===== src/rtl/divmod_seq_ctrl.sv =====
// Restoring divide sequencer: one quotient bit per clock, fixed-point quotient plus remainder.
// Optional DIVMOD_EARLY_EXIT_EN ends iteration once the partial remainder and remaining dividend bits are zero.
//
//   state | meaning
//   IDLE  | waiting for an operand pair (in_ready high)
//   ITER  | shifting/subtracting, one quotient bit per clock (busy high)
//   DONE  | result presented, held until out_ready (out_valid high)
module divmod_seq_ctrl #(
  parameter int WIDTH = 4,
  parameter int FRAC  = 4
) (
  input  logic                  clk,
  input  logic                  rst_n,
  input  logic                  in_valid,
  output logic                  in_ready,
  input  logic [WIDTH-1:0]      op1,
  input  logic [WIDTH-1:0]      op2,
  output logic                  out_valid,
  input  logic                  out_ready,
  output logic [WIDTH+FRAC-1:0] quotient,
  output logic [WIDTH-1:0]      remainder,
  output logic                  div_zero,
  output logic                  busy
);

  localparam int N  = WIDTH + FRAC;
  localparam int CW = $clog2(N + 1);

  typedef enum logic [1:0] {IDLE, ITER, DONE} state_t;

  state_t         state;
  logic [N-1:0]   dvd;
  logic [N-1:0]   q_sr;
  logic [WIDTH-1:0] p;
  logic [WIDTH-1:0] dsr;
  logic [CW-1:0]  cnt;

  logic [WIDTH:0]   p_sh;
  logic [WIDTH-1:0] diff;
  logic             p_ge;
  logic [WIDTH-1:0] p_nx;
  logic [N-1:0]     q_nx;
  logic [N-1:0]     dvd_nx;
  logic             last_step;
  logic             exit_now;
  logic [N-1:0]     q_fin;

  // Partial remainder stays below the divisor, so the low WIDTH bits of the difference are exact.
  always_comb begin
    p_sh      = {p, dvd[N-1]};
    p_ge      = (p_sh >= {1'b0, dsr});
    diff      = p_sh[WIDTH-1:0] - dsr;
    p_nx      = p_ge ? diff : p_sh[WIDTH-1:0];
    q_nx      = {q_sr[N-2:0], p_ge};
    dvd_nx    = {dvd[N-2:0], 1'b0};
    last_step = (cnt == '0);
`ifdef DIVMOD_EARLY_EXIT_EN
    exit_now  = last_step || ((p_nx == '0) && (dvd_nx == '0));
    q_fin     = q_nx << cnt;
`else
    exit_now  = last_step;
    q_fin     = q_nx;
`endif
  end

  always_ff @(posedge clk or negedge rst_n) begin
    if (!rst_n) begin
      state     <= IDLE;
      in_ready  <= 1'b0;
      out_valid <= 1'b0;
      busy      <= 1'b0;
      quotient  <= '0;
      remainder <= '0;
      div_zero  <= 1'b0;
      dvd       <= '0;
      q_sr      <= '0;
      p         <= '0;
      dsr       <= '0;
      cnt       <= '0;
    end else begin
      case (state)
        IDLE: begin
          if (in_ready && in_valid) begin
            in_ready <= 1'b0;
            if (op2 == '0) begin
              quotient  <= '1;
              remainder <= '1;
              div_zero  <= 1'b1;
              out_valid <= 1'b1;
              state     <= DONE;
            end else begin
              dvd      <= {op1, {FRAC{1'b0}}};
              q_sr     <= '0;
              p        <= '0;
              dsr      <= op2;
              cnt      <= CW'(N - 1);
              div_zero <= 1'b0;
              busy     <= 1'b1;
              state    <= ITER;
            end
          end else begin
            in_ready <= 1'b1;
          end
        end
        ITER: begin
          p    <= p_nx;
          dvd  <= dvd_nx;
          q_sr <= q_nx;
          cnt  <= cnt - 1'b1;
          if (exit_now) begin
            quotient  <= q_fin;
            remainder <= p_nx;
            busy      <= 1'b0;
            out_valid <= 1'b1;
            state     <= DONE;
          end
        end
        DONE: begin
          if (out_ready) begin
            out_valid <= 1'b0;
            in_ready  <= 1'b1;
            state     <= IDLE;
          end
        end
        default: begin
          state     <= IDLE;
          in_ready  <= 1'b0;
          out_valid <= 1'b0;
          busy      <= 1'b0;
        end
      endcase
    end
  end

endmodule


===== config.mk =====
export PLATFORM = sky130hd
export DESIGN_NAME = divmod_seq_ctrl
export DESIGN_NICKNAME = d
export VERILOG_FILES = /design/src/rtl/divmod_seq_ctrl.sv
export SDC_FILE = /design/constraint.sdc
export NUM_CORES = 1
export LEC_CHECK = 0
export ABC_AREA = 1
export CORE_MARGIN = 2
export CORE_UTILIZATION = 43
export DETAILED_ROUTE_END_ITERATION = 8
export HOLD_SLACK_MARGIN = 0.03
export PLACE_DENSITY = 0.65
export SLEW_MARGIN = 20
export SYNTH_ARGS = -nofsm -noshare
export SYNTH_HDL_FRONTEND = slang
export SYNTH_SLANG_ARGS = --single-unit
export TNS_END_PERCENT = 5

===== constraint.sdc =====
create_clock -name clk -period 1.9 [get_ports clk]
set_clock_uncertainty 0.1 [all_clocks]
set_input_delay 0.475 -clock clk [delete_from_list [all_inputs] [get_ports clk]]
set_output_delay 0.475 -clock clk [all_outputs]
set_load 0.1 [all_outputs]

---- Word-level counts from Yosys, hierarchy flattened ----
Index checks and enable logic that the tools add are counted.
storage, ports and cells
  input bits .............................. 12
  register bits ........................... 45
  output and inout bits ................... 16
  word-level logic and storage cells ...... 77
cells by class
  bitwise gates (word level) .............. 3
  reduce and logical (&&, ||, !) cells .... 13
  eq/ne operators ......................... 7
  muxes and demuxes ....................... 39
  order comparisons ....................... 1
  add/subtract/negate cells ............... 2
operators with widths
  cell                                              count
  two-way mux 8 bit                                 5
  two-way mux 4 bit                                 8
  one-hot mux 8 bit (2 select lines)                2
  one-hot mux 4 bit (2 select lines)                3
  two-way mux 7 bit                                 2
  one-hot mux 7 bit (2 select lines)                1
  AND reduction 4 bit                               3
  two-way mux 1 bit                                 10
  != test 2 bit, second input constant              5
  one-hot mux 1 bit (3 select lines)                3
  AND reduction 3 bit                               3
  logical NOT 4 bit                                 2
  two-way mux 2 bit                                 4
  one-hot mux 2 bit (3 select lines)                1
  >= comparator 5 x 4 -> 1 bit                      1
  AND reduction 2 bit                               2
  subtractor 4 x 1 -> 4 bit, second input constant  1
  subtractor 4 bit                                  1
  NOT 1 bit                                         3
  == test 2 x 1 -> 1 bit, second input constant     1
  == test 2 bit, second input constant              1
  logical NOT 2 bit                                 1
  nonzero test 2 bit                                1
  logical AND 1 bit                                 1

---- Longest topological paths before layout ----
  word-level depth ........................ 4
  gate-level depth with buffers ........... 12

---- Worst setup path before layout ----
Ideal clock, no wire load.
  path kind ............................... register to register
  start point ............................. register in_ready
  end point ............................... register dvd[5]
  path buffers ............................ 1
  data required time ...................... 1673 ps
  library setup time ...................... 127 ps
  arrival ................................. 1710 ps
  stages on the path, launching flop included .. 7
  setup slack ............................. -38 ps
  clock period less this slack ............ 1938 ps
  cells stage by stage .................... dfrtp_1 > nand2_1 > nand2_1 > nand2_1 > nor2_4 > buf_4 > a31oi_1
on the way
  cells in the longest elaborated chain, start to end .. 3
ends and longest elaborated chain
  element                        line  source
  start, declared                15    output logic in_ready,
  start signal, assigned         69    in_ready <= 1'b0;
  start signal, assigned         84    in_ready <= 1'b0;
  start signal, assigned         102   in_ready <= 1'b1;
  logical AND 1 bit              83    if (in_ready && in_valid) begin
  != test 2 bit (no line)        -
  AND reduction 3 bit (no line)  -
  end signal, assigned           92    dvd <= {op1, {FRAC{1'b0}}};
  end signal, assigned           107   dvd <= dvd_nx;
  end, declared                  32    logic [N-1:0] dvd;
No other way between the ends.
A chain may end at the register's enable or synchronous reset.

---- Final worst setup path ----
  start point ............................. register dsr[1]
  end point ............................... register remainder[2]
on the way
  cells in the longest elaborated chain, start to end .. 4
  elaborated cells between the ends (all ways) .. 5
  classes of those cells .................. 1 x add/sub; 1 x order compare; 3 x mux
ends and longest elaborated chain
  element                                                           line    source
  start, declared                                                   35      logic [WIDTH-1:0] dsr;
  start signal, assigned                                            95      dsr <= op2;
  subtractor 4 bit or >= comparator 5 x 4 -> 1 bit (tied branches)  52, 51
  two-way mux 4 bit *                                               53      p_nx = p_ge ? diff : p_sh[WIDTH-1:0];
  two-way mux 4 bit *                                               110     if (exit_now) begin
  one-hot mux 4 bit (2 select lines) *                              81      case (state)
  end signal, assigned                                              112     remainder <= p_nx;
  end, declared                                                     21      output logic [WIDTH-1:0] remainder,
Every way passes the cells marked *; elsewhere a longest branch is shown, timed or not. The select of a mux whose other input is x is not followed.

==> flow_summary.json <==
{
  "mappedNetlistNets": 256,
  "unrepaired_setup_endpoints_after_global_routing": "no",
  "cts_tree": "done",
  "detail-route-antenna-nets": 0,
  "die_height_um": 72.79,
  "die_area_um2": 5298,
  "grt_start_max_net_pins": 18,
  "run_status": "complete, no violations",
  "syn-cell-area_um2": 2034,
  "grt_pass1_vias": 1629,
  "r2r_cells": 12,
  "rows": 25,
  "drc_errors": 0,
  "multiInputGateArea_um2": 809.5,
  "period_share": 0.8978,
  "period_minus_slack_ps": 1706,
  "avgRoutedWirePerCell_um": 12.41,
  "synth_common_cells": "nand2_1 (65), inv_1 (43), dfrtp_1 (41)",
  "top_count_cell_post_synth": "nand2_1",
  "globalplace.congestion": 0.7906,
  "critical_path.endpoint_type": "flip-flop",
  "cts.sink_count": 41,
  "async_flop_share": 1.000,
  "area_growth_from_synthesis_to_final_layout_pct": 36.41,
  "cts_setup_buffers": 0,
  "num_antenna_cells": 0,
  "cts.clk_slew.worst_paths_ps": 80,
  "worst-setup-path-type": "reg2reg",
  "final.fill_count": 392,
  "tritoncts.num_buffers": 5,
  "netlist.area_leader.share": 0.5043,
  "worst_slew_pin_slew_ps": 386.8,
  "root_driver": "clkbuf_8",
  "core_area_um2": 4629,
  "drt_iter0_drc": 77,
  "clk_latency_ps": 290,
  "fin_util": 0.5995,
  "critPathSlowestCell": "dfrtp_1",
  "synth-seq-cells": 41,
  "r2r-start": "dsr[1]",
  "worst_path_most_repeated_cell": "nand2_1",
  "num_io_pins": 28,
  "final-max-slew-violation-count": 0,
  "yosysWarnings": 0,
  "final_layout_size_suffix_gt1_frac": 0.2155,
  "most_area_consuming_cells_after_synthesis": "dfrtp_1 (50%), nand2_1 (12%), inv_1 (7.9%)",
  "sequential_cell_area_um2": 1027,
  "maxCapViolations": 0,
  "kind_of_path_behind_the_tightest_hold_check": "reg2reg",
  "total_routing_usage_gr": 0.1833,
  "synth-main-ff-cell": "dfrtp_1",
  "routed_via_density": 4.813,
  "finalSetupTns_ps": 0,
  "synthesis.instances": 238,
  "timing.max_slew.rel_slack": 0.7421,
  "htree_num_levels": 2,
  "whs_path_depth": 2,
  "antenna_found_initial": 0,
  "synth-seq-area-share": 0.5043,
  "num-nets-final": 300,
  "min_from": "dsr[0]",
  "worstSetupStartpointType": "flip-flop",
  "grt.overflow.total": 0,
  "crit_path_cell_trace": "inv_1 > ha_1 > nand2_1 > inv_1 > nand2_1 > nand2_1 > nand2_2 > buf_4 > nand3_1 > nand3_1 > nand2_1 > inv_1",
  "route.vias.total": 1622,
  "synth.avg_cell_area_um2": 8.548,
  "synth.largest_area_cell": "dfrtp_1",
  "finalWirelength_mm": 4.181,
  "synth_cell_type_count": 28,
  "cp_data_required_time_ps": 1990,
  "worst_ep_arrival_time_ps": 1800,
  "cts_max_path_buffers": 2,
  "cpPeakStageDelay_ps": 390,
  "first_pass_grt_wire_length_mm": 7.465,
  "die_width_um": 72.79,
  "maximum_clock_rate_mhz": 586.2,
  "setup.worst_path.start": "dsr[1]",
  "finalHoldViolCount": 0,
  "setup_viol": 0,
  "initial_core_utilization": 0.4395,
  "synth-edff-count": 0,
  "place.port_buffers": 27,
  "hpwlAfterDp_mm": 3.171,
  "worst_path_fanout_max": 7,
  "drt_pre_antenna_iters": 4
}
==> through the flow <==
step,hold WS [ps],area (µm²),worst slack (ps),cells
3_3_place_gp,325.0,2634,-88.63,328
5_1_grt,408.2,2775,13.47,337
3_5_place_dp,320.5,2634,-81.07,328
2_1_floorplan,79.41,2036,180.8,238
6_report,389.1,2775,194.2,337
4_1_cts,392.2,2760,76.02,337
==> cells by family after synthesis <==
kind of cell	synth area share
AND/OR/NAND/NOR	0.2232
buffers and inverters	0.1052
flip-flops	0.5043
AO/OA/AOI/OAI	0.1224
adder cells (fa/ha/maj)	0.04059
XOR/XNOR	0.004306
==> worst max-delay path, delay by kind of cell, from the launching register on <==
kind,cells,cell delay [ps]
adders and majority gates,1,290
buffers and inverters,4,300
and+or+nand+nor,7,520
DFF,1,390
==> cell type report <==
cell class / count / area share
multi-input cells: 144 / 0.2917
well taps: 54 / 0.02435
flip-flops and latches: 41 / 0.3702
clock buffers: 7 / 0.03111
clock inverters: 1 / 0.01082
inverters: 49 / 0.06628
repair buffers: 41 / 0.2056
==> sequential cells by signal, summed over array words and instances, names as in the netlist <==
name	flops
out_valid	1
dsr	4
p	4
in_ready	1
q_sr	7
cnt	4
state	2
div_zero	1
remainder	4
quotient	8
dvd	4
busy	1
==> placed cells by master (no fill, tap or decap), types with 2 or more instances in the layout <==
cell,count
nor2_2,2
inv_1,43
ha_1,4
clkdlybuf4s50_1,10
o21ai_1,10
inv_2,6
o211ai_1,2
a22oi_2,6
a21oi_1,2
nor2_4,2
buf_12,19
nand2_2,3
nor2_1,10
clkbuf_8,6
buf_4,10
o21ai_0,4
dfrtp_1,40
o22ai_1,5
nand3_1,20
nand2_1,64
==> worst paths after layout <==
check	end	slack [ps]
worst max-delay path	remainder[2]	190
worst min-delay path	dsr[0]	390
worst max register to register	remainder[2]	190
worst min register to register	dsr[0]	390
max in group asynchronous	div_zero	670
min in group asynchronous	dvd[4]	540
==> metal layers <==
layer	vias to the layer above	part of all wire	track usage	wire, µm
met1	757	0.48	0.2532	2004
li1	831	-	-	-
met5	-	0	0	0
met3	5	0.036	0.04144	151
met4	0	0.011	0.06379	48
met2	29	0.47	0.2859	1977
==> what timing repair did <==
action | 4_1_cts | 5_1_grt
setup endpoints to repair | 0 | 6
hold endpoints to repair | 13 | 0
gates resized for setup | 0 | 2
hold buffers | 1 | 0
Power is left out: the tool's default activity adds up to more than one toggle a clock period on the data nets, which glitch-free logic cannot reach.
